==> config.mk <==
export PLATFORM = sky130hd
export DESIGN_NAME = transconv_tile_scheduler
export DESIGN_NICKNAME = d
export VERILOG_FILES = /design/src/rtl/transconv_tile_scheduler.sv
export SDC_FILE = /design/constraint.sdc
export NUM_CORES = 1
export LEC_CHECK = 0
export BUFFER_PORTS_ARGS = -buffer_cell sky130_fd_sc_hd__clkbuf_2
export CAP_MARGIN = 15
export CORE_ASPECT_RATIO = 1.75
export CORE_MARGIN = 2
export CORE_UTILIZATION = 49
export DETAILED_ROUTE_END_ITERATION = 10
export PLACE_DENSITY = 0.76
export SLEW_MARGIN = 0
export SYNTH_ARGS = -nofsm -noshare
export SYNTH_HDL_FRONTEND = slang
export SYNTH_SLANG_ARGS = --single-unit
==> constraint.sdc <==
create_clock -name clk -period 2.6 [get_ports clk]
set_input_delay 0.26 -clock clk [delete_from_list [all_inputs] [get_ports clk]]
set_output_delay 0.26 -clock clk [all_outputs]
set_load 0.1 [all_outputs]
==> src/rtl/transconv_tile_scheduler.sv <==
// Tile scheduler for the transpose-convolution input path: splits a layer into
// Dimension-wide tiles, launches the microsequencer per tile and reports progress.
module transconv_tile_scheduler #(
    parameter int Dimension = 16,
    parameter int TIMEOUT   = 4095
) (
    input  logic        clk,
    input  logic        rst,
    input  logic        start,
    input  logic        abort,
    input  logic [1:0]  stride,
    input  logic [2:0]  padding,
    input  logic [4:0]  kernel_size,
    input  logic [9:0]  temporal_length,
    input  logic        drain_ready,
    input  logic        seq_done,
    output logic        seq_en,
    output logic        seq_restart,
    output logic [1:0]  cfg_stride,
    output logic [2:0]  cfg_padding,
    output logic [4:0]  cfg_kernel_size,
    output logic [9:0]  cfg_temporal_length,
    output logic [6:0]  tile_idx,
    output logic [11:0] tile_base_addr,
    output logic        tile_done,
    output logic        busy,
    output logic        all_done,
    output logic        err
);

    localparam int SHIFT = $clog2(Dimension);
    localparam int WD_W  = $clog2(TIMEOUT + 1);

    typedef enum logic [2:0] {
        IDLE,
        SETUP,
        LAUNCH,
        ARM,
        RUN,
        TILE_END,
        FINISH,
        ERR
    } state_t;

    state_t          state;
    logic            primed;
    logic            abort_seen;
    logic [6:0]      n_tiles;
    logic [WD_W-1:0] wdog;

    logic [1:0]      stride_val;
    logic [10:0]     len_round;
    logic [10:0]     tiles_calc;
    logic [11:0]     tile_step;

    assign stride_val = (cfg_stride == 2'd0) ? 2'd1 : cfg_stride;
    assign len_round  = {1'b0, cfg_temporal_length} + 11'(Dimension - 1);
    assign tiles_calc = len_round >> SHIFT;
    // Base address advances by one tile step instead of multiplying tile_idx.
    assign tile_step  = 12'(Dimension) * {10'd0, stride_val};

    always_ff @(posedge clk or negedge rst) begin
        if (!rst) begin
            state               <= IDLE;
            primed              <= 1'b0;
            abort_seen          <= 1'b0;
            n_tiles             <= '0;
            wdog                <= '0;
            seq_en              <= 1'b0;
            seq_restart         <= 1'b0;
            cfg_stride          <= '0;
            cfg_padding         <= '0;
            cfg_kernel_size     <= '0;
            cfg_temporal_length <= '0;
            tile_idx            <= '0;
            tile_base_addr      <= '0;
            tile_done           <= 1'b0;
            busy                <= 1'b0;
            all_done            <= 1'b0;
            err                 <= 1'b0;
        end else begin
            seq_en      <= 1'b0;
            seq_restart <= 1'b0;
            tile_done   <= 1'b0;
            all_done    <= 1'b0;

            if (state != IDLE && state != ERR && abort) begin
                abort_seen <= 1'b1;
            end

            case (state)
                IDLE: begin
                    abort_seen <= 1'b0;
                    if (start) begin
                        cfg_stride          <= stride;
                        cfg_padding         <= padding;
                        cfg_kernel_size     <= kernel_size;
                        cfg_temporal_length <= temporal_length;
                        busy                <= 1'b1;
                        state               <= SETUP;
                    end
                end

                SETUP: begin
                    n_tiles        <= 7'(tiles_calc);
                    tile_idx       <= '0;
                    tile_base_addr <= '0;
                    state          <= (tiles_calc == 11'd0) ? FINISH : LAUNCH;
                end

                LAUNCH: begin
                    if (abort || abort_seen) begin
                        busy  <= 1'b0;
                        state <= IDLE;
                    end else if (drain_ready) begin
                        if (primed) begin
                            seq_restart <= 1'b1;
                        end else begin
                            seq_en <= 1'b1;
                        end
                        primed <= 1'b1;
                        wdog   <= '0;
                        state  <= ARM;
                    end
                end

                // ARM skips the done level left over from the previous tile.
                ARM: begin
                    if (wdog == WD_W'(TIMEOUT)) begin
                        err   <= 1'b1;
                        state <= ERR;
                    end else begin
                        wdog <= wdog + WD_W'(1);
                        if (!seq_done) begin
                            state <= RUN;
                        end
                    end
                end

                RUN: begin
                    if (wdog == WD_W'(TIMEOUT)) begin
                        err   <= 1'b1;
                        state <= ERR;
                    end else begin
                        wdog <= wdog + WD_W'(1);
                        if (seq_done) begin
                            tile_done <= 1'b1;
                            state     <= TILE_END;
                        end
                    end
                end

                TILE_END: begin
                    if (abort || abort_seen) begin
                        busy  <= 1'b0;
                        state <= IDLE;
                    end else if (tile_idx == n_tiles - 7'd1) begin
                        state <= FINISH;
                    end else begin
                        tile_idx       <= tile_idx + 7'd1;
                        tile_base_addr <= tile_base_addr + tile_step;
                        state          <= LAUNCH;
                    end
                end

                FINISH: begin
                    all_done <= 1'b1;
                    busy     <= 1'b0;
                    state    <= IDLE;
                end

                ERR: begin
                    err <= 1'b1;
                end

                default: begin
                    busy  <= 1'b0;
                    state <= IDLE;
                end
            endcase
        end
    end

endmodule

==> results of run 1 <==
## worst min-delay path by stage
stage	endpoint	depth (start not counted)
6_report	cfg_stride[0]$_DFFE_PN0P_	2
5_1_grt	cfg_stride[0]$_DFFE_PN0P_	2
4_1_cts	cfg_temporal_length[9]$_DFFE_PN0P_	2
3_5_place_dp	primed$_DFFE_PN0P_	1
3_3_place_gp	primed$_DFFE_PN0P_	1
2_1_floorplan	abort_seen$_DFFE_PN0P_	0
## stage by stage
step                      power (mW)  std cells  util [%]
after floorplan                 4.18        338         -
after global placement          4.74        483      56.8
after detailed placement        4.82        483      56.8
after CTS                       5.96        500      61.2
after global routing            6.30        503      62.0
final                           5.99        503      62.0
## kinds of logic after synthesis
kind of cell               Yosys count  share of synthesized area [%]
other                                1                          0.112
DFF                                 65                           48.4
xor gates and xnor gates            24                           6.25
and+or+nand+nor                    128                           20.3
adders and majority gates            6                           2.46
buffers and inverters               28                           3.80
muxes                               21                           7.00
AOI/OAI and AO/OA                   62                           11.7
## timing repair
item                                    4_1_cts  5_1_grt
buffers inserted                              0        3
hold buffers                                  1        0
endpoints found under the setup margin       13       23
pin swaps                                     1        5
gates resized for setup                       2       11
hold endpoints to repair                     23        0
cloned                                        0        0
## flip-flops by register name, indices dropped and copies added, names as in the netlist, 2 cells and up
register / flops
wdog: 12
cfg_temporal_length: 10
tile_base_addr: 8
n_tiles: 7
tile_idx: 7
cfg_kernel_size: 5
cfg_padding: 3
state: 3
cfg_stride: 2
## layout by cell type, fill, tap and decap left out, drive strengths merged, types with 2 or more instances in the layout
cell	instances
a32o	2
nand3	16
o22ai	2
conb	4
nor4	2
nand4	8
and4	6
buf	19
xor2	15
or4	3
nor2	25
a21oi	18
mux2	20
nand2	25
or3	12
dfrtp	65
inv	7
ha	5
nand2b	8
o21ai	27
nor3	6
and3	7
xnor2	9
a311o	2
clkbuf	80
and2	4
## critical path, delay by kind of cell, from the launching register on
family | cells | cell delay (ns)
adders and majority gates | 1 | 0.15
DFF | 1 | 0.39
and+or+nand+nor | 3 | 0.94
buffers and inverters | 3 | 0.40
AOI/OAI and AO/OA | 3 | 0.56
## layer usage
metal	routed length, um	vias up	global-route usage [%]
met1	2910	1415	26.0
met3	236	24	4.93
li1	-	1355	-
met2	4410	75	40.9
met5	0	-	0
met4	292	0	12.0
## layout make-up
type | count | area (um^2) | share of cell area [%]
sequential | 65 | 1630 | 38.9
timing repair buffer | 86 | 503 | 12.0
clock buffer | 14 | 264 | 6.30
inverter | 7 | 26.3 | 0.627
multi-input combinational | 245 | 1650 | 39.4
tap | 84 | 105 | 2.51
clock inverter | 2 | 12.5 | 0.299
## power breakdown
group | total [mW] | internal (mW) | switching [mW]
Clock | 1.11 | 0.696 | 0.410
Sequential | 1.70 | 1.33 | 0.366
Combinational | 3.19 | 0.871 | 2.32
Total | 5.99 | 2.90 | 3.09
==> flow_metrics.env, run 1 <==
export IMPL_status="finished clean"
export IMPL_r2r_cells=10
export IMPL_period_minus_slack_ns=2.56
export IMPL_grt_max_degree=27
export IMPL_synth_ff_latch_count=65
export IMPL_yosys_area_top_type="dfrtp_1"
export IMPL_power_leakage_nw=1.94
export IMPL_clockBufferDepth=2
export IMPL_grt_usage_pct=23.4
export IMPL_syn_area_um2=3360
export IMPL_yosysWarnings=0
export IMPL_preCtsSetupSlack_ns=-0.0119
export IMPL_clk_latency_ns=0.33
export IMPL_cts_clk_slew_worst_paths_ns=0.05
export IMPL_grt_pass1_wl_mm=13.5
export IMPL_synthFlopType="dfrtp_1"
export IMPL_core_region_area_um2=6760
export IMPL_root_buffer="clkbuf_16"
export IMPL_dp_hpwl_mm=5.80
export IMPL_worst_pin_slew_ns=0.703
export IMPL_fin_nets=446
export IMPL_min_path_type="in -> reg"
export IMPL_fin_area_um2=4190
export IMPL_die_h_um=114
export IMPL_maxSlewHeadroom_pct=52.8
export IMPL_area_growth_pct=24.6
export IMPL_grt_ovfl_total=0
export IMPL_synth_most_common_cell="dfrtp_1"
export IMPL_placed_cell_area_um2=3840
export IMPL_drtIter0Drc=151
export IMPL_drc=0
export IMPL_path_max_fanout=4
export IMPL_crit_path_end="tile_idx[6]$_DFFE_PN0P_"
export IMPL_port_buffers=66
export IMPL_syn_inst=335
export IMPL_startpoint="n_tiles[1]$_DFFE_PN0P_"
export IMPL_fmax_ghz=0.391
export IMPL_routed_wire_length_per_instance_um=15.6
export IMPL_yosysSeqAreaShare_pct=48.4
export IMPL_holdWs_ns=0.161
export IMPL_cts_tree="done"
export IMPL_first_pass_iters=4
export IMPL_synth_common_cells="dfrtp_1 (65), nand2_1 (25), nor2_1 (25), o21ai_0 (24), mux2_2 (20)"
export IMPL_cts_sinks=65
export IMPL_powerDensity_nw_per_um2=1430
export IMPL_worst_setup_path_start_kind="flop"
export IMPL_die_w_um=66.6
export IMPL_routed_wl_mm=7.85
export IMPL_fillCellCount=598
export IMPL_path_cells="inv_1, ha_1, or3b_4, or4_4, a2111oi_4, buf_4, a31oi_4, buf_6, nand4b_1, a21oi_2"
export IMPL_numCtsBuffers=9
export IMPL_row_count=40
export IMPL_grt_pass1_vias=2903
export IMPL_regToRegSetupSlack_ns=0.04
export IMPL_drv_cap=0
export IMPL_vias_per_cell=5.70
export IMPL_htree_levels=3
export IMPL_finClkSkew_ns=0.00384
export IMPL_worstReg2RegEnd="tile_idx[6]$_DFFE_PN0P_"
export IMPL_grt_antenna_before_repair=0
export IMPL_ys_async_sr_fraction_pct=100
export IMPL_crit_required_ns=2.81
export IMPL_drtAntennaViolNets=0
export IMPL_n_antenna_cell=0
export IMPL_ios=71
export IMPL_min_from="stride[0]"
export IMPL_dieArea_um2=7560
export IMPL_cp_arrival_ns=2.77
export IMPL_synth_edf_count=0
export IMPL_start_util_pct=49.7
export IMPL_synth_cell_types=50
export IMPL_finalSetupTns_ns=0
export IMPL_netlist_area_leader_share_pct=48.4
export IMPL_report_final_setup_viol=0
export IMPL_timing_rr_start="n_tiles[1]$_DFFE_PN0P_"
export IMPL_slew_violations=0
export IMPL_setup_worst_path_end_class="flop"
export IMPL_synthTopCellsByArea="dfrtp_1 (48%), mux2_2 (6.7%), xor2_1 (3.9%), o21ai_0 (3.6%), nand2_1 (2.8%)"
export IMPL_vdd_drop_max_uv=1190
export IMPL_setup_slack_ns=0.0426
export IMPL_gp_congestion=0.833
export IMPL_vias=2869
export IMPL_slowest_stage="or4_4"
export IMPL_min_period_over_period_pct=98.4
export IMPL_rsz0062_at_grt="true"
export IMPL_drive_gt1_share_pct=31.5
export IMPL_synth_area_per_cell_um2=10.0
export IMPL_cpPeakStageDelay_ns=0.44
export IMPL_finalHoldViolations=0
export IMPL_crit_type="reg -> reg"
Note: power is estimated with default switching activity, not from simulation.
==> inputs of run 2 (changes only) <==
--- a/config.mk
+++ b/config.mk
@@ -12,6 +12,7 @@
 export CORE_UTILIZATION = 49
 export DETAILED_ROUTE_END_ITERATION = 10
 export PLACE_DENSITY = 0.76
+export REMOVE_ABC_BUFFERS = 1
 export SLEW_MARGIN = 0
 export SYNTH_ARGS = -nofsm -noshare
 export SYNTH_HDL_FRONTEND = slang
==> run 2 against run 1 <==
Net effect:
- clock power up 4%
- via count about the same
- sequential power about the same
- hold slack worse by 0.062 ns
- critical endpoint is now tile_idx[5]$_DFFE_PN0P_
- highest routed layer unchanged
- largest power group unchanged
- global-route usage down 1.1 points
==> flow_metrics.env, run 2 (same netlist as run 1, synthesis figures left out) <==
export IMPL_placed_cell_area_um2=3820
export IMPL_finClkSkew_ns=0.00370
export IMPL_ios=71
export IMPL_power_leakage_nw=1.97
export IMPL_root_buffer="clkbuf_16"
export IMPL_drive_gt1_share_pct=32.5
export IMPL_dieArea_um2=7560
export IMPL_holdWs_ns=0.0997
export IMPL_p_sw_share_pct=50.9
export IMPL_path_max_fanout=5
export IMPL_die_w_um=66.6
export IMPL_multi_input_comb_area_um2=1670
export IMPL_vdd_drop_max_uv=1350
export IMPL_routed_wl_mm=8.00
export IMPL_startpoint="n_tiles[1]$_DFFE_PN0P_"
export IMPL_worstReg2RegEnd="tile_idx[5]$_DFFE_PN0P_"
export IMPL_seqCellArea_um2=1630
export IMPL_grt_pass1_vias=2808
export IMPL_period_minus_slack_ns=2.60
export IMPL_grt_max_degree=66
export IMPL_dp_hpwl_mm=5.34
export IMPL_clockBufferDepth=2
export IMPL_cts_tree="done"
export IMPL_drv_cap=0
export IMPL_hold_buffers=0
export IMPL_largest_register_ffs=12
export IMPL_p_switching_mw=3.10
export IMPL_crit_type="reg -> reg"
export IMPL_core_region_area_um2=6760
export IMPL_grt_ovfl_total=0
export IMPL_routed_wire_length_per_instance_um=15.9
export IMPL_port_buffers=66
export IMPL_finalPower_mw=6.09
export IMPL_grt_pass1_wl_mm=12.8
export IMPL_first_pass_iters=4
export IMPL_fmax_ghz=0.385
export IMPL_top_register="wdog"
export IMPL_die_h_um=114
export IMPL_drtIter0Drc=218
export IMPL_p_int_mw=2.99
export IMPL_start_util_pct=49.7
export IMPL_drc=0
export IMPL_gp_congestion=0.808
export IMPL_status="finished clean"
export IMPL_path_cells="inv_2, ha_4, or3b_4, or4_4, a2111oi_4, and3_4, clkbuf_16, o21ai_0, a21oi_1"
export IMPL_fillCellCount=574
export IMPL_clk_latency_ns=0.33
export IMPL_fin_nets=446
export IMPL_vias_per_cell=5.72
export IMPL_crit_buf_inv=2
export IMPL_min_period_over_period_pct=99.9
export IMPL_cts_sinks=65
export IMPL_slew_violations=0
export IMPL_mostFrequentLayoutCell="clkbuf_2"
export IMPL_maxSlewHeadroom_pct=44.6
export IMPL_largestRegisters="wdog: 12 flops, cfg_temporal_length: 10 flops, tile_base_addr: 8 flops"
export IMPL_vias=2871
export IMPL_p_comb_share_pct=53.8
export IMPL_fin_area_um2=4230
export IMPL_worst_setup_path_start_kind="flop"
export IMPL_rsz0062_at_grt="true"
export IMPL_cp_arrival_ns=2.85
export IMPL_n_antenna_cell=0
export IMPL_area_growth_pct=25.8
export IMPL_timing_rr_start="n_tiles[1]$_DFFE_PN0P_"
export IMPL_cpPeakStageDelay_ns=0.43
export IMPL_cts_clk_slew_worst_paths_ns=0.05
export IMPL_min_path_type="in -> async"
export IMPL_path_delay_family="simple AND/OR/NAND/NOR gates"
export IMPL_report_final_setup_viol=0
export IMPL_regToRegSetupSlack_ns=0.002
export IMPL_worst_pin_slew_ns=0.831
export IMPL_r2r_cells=9
export IMPL_htree_levels=3
export IMPL_grt_usage_pct=22.3
export IMPL_clkPwrFrac_pct=18.8
export IMPL_setup_worst_path_end_class="flop"
export IMPL_grt_antenna_before_repair=0
export IMPL_finalHoldViolations=0
export IMPL_slowest_stage="or4_4"
export IMPL_crit_required_ns=2.85
export IMPL_drtAntennaViolNets=0
export IMPL_p_seq_share_pct=27.4
export IMPL_numCtsBuffers=9
export IMPL_row_count=40
export IMPL_powerDensity_nw_per_um2=1440
export IMPL_layout_common_cells="clkbuf_2 (66), dfrtp_1 (65), nor2_1 (25), nand2_1 (25)"
[run 2: cell count changes in the layout (fill, tap and decap cells not counted), moves of 2 or more]
cell	before	now
buf_6	2	0
clkbuf_16	9	11
clkbuf_8	2	0
clkinv_2	1	3
[run 2: how the worst max path moves through the flow]
| stage | end | slack (ns) | cells after the start |
|---|---|---|---|
| finish | tile_idx[5]$_DFFE_PN0P_ | 0.002 | 9 |
| global route | tile_base_addr[9]$_DFFE_PN0P_ | -0.08 | 9 |
| CTS | tile_idx[3]$_DFFE_PN0P_ | 0.02 | 9 |
| detailed placement | tile_idx[3]$_DFFE_PN0P_ | 0.03 | 9 |
| global placement | tile_idx[2]$_DFFE_PN0P_ | 0.09 | 9 |
| floorplan | tile_idx[2]$_DFFE_PN0P_ | -0.16 | 6 |
[run 2: power by group through the flow]
stage / combinational, mW / clock (mW) / sequential, mW
after floorplan: 1.05 / 0 / 3.06
after global routing: 3.48 / 1.22 / 1.72
after global placement: 3.09 / 0 / 1.66
after CTS: 3.17 / 1.17 / 1.66
final: 3.28 / 1.15 / 1.67
after detailed placement: 3.13 / 0 / 1.67
[run 2: per-stage QoR]
stage | std cells | worst slack (ns) | TNS [ns] | util [%]
finish | 502 | 0.00156 | 0 | 62.6
global route | 502 | -0.0765 | -0.698 | 62.6
CTS | 495 | 0.0225 | 0 | 60.8
detailed placement | 480 | 0.0330 | 0 | 56.5
global placement | 480 | 0.0897 | 0 | 56.5
floorplan | 317 | -0.155 | -1.56 | -
[run 2: per-layer routing]
layer | wire length, um | up-vias | track usage [%]
li1 | - | 1354 | -
met4 | 364 | 0 | 14.8
met2 | 4220 | 101 | 37.0
met3 | 407 | 26 | 6.02
met1 | 3010 | 1390 | 24.3
met5 | 0 | - | 0
[run 2: area by class of cell]
cell class,count,area share (%)
well taps,84,2.49
repair buffers,86,12.5
multi-input cells,245,39.4
clock buffers,11,5.50
clock inverters,4,1.07
inverters,7,0.621
flip-flops and latches,65,38.5
[run 2: worst register-to-register path, delay by kind of cell (launching register included)]
| kind | cells | cell delay (ns) |
|---|---|---|
| DFF | 1 | 0.39 |
| AOI/OAI and AO/OA | 3 | 0.65 |
| buffers and inverters | 2 | 0.24 |
| and+or+nand+nor | 3 | 1.11 |
| adders and majority gates | 1 | 0.13 |
[run 2: what timing repair did]
| action | CTS | global route |
|---|---|---|
| buffers inserted | 0 | 5 |
| pin swaps | 1 | 11 |
| gates cloned | 0 | 2 |
| setup endpoints to repair | 5 | 25 |
| resized for setup | 2 | 13 |
| hold endpoints to repair | 0 | 0 |
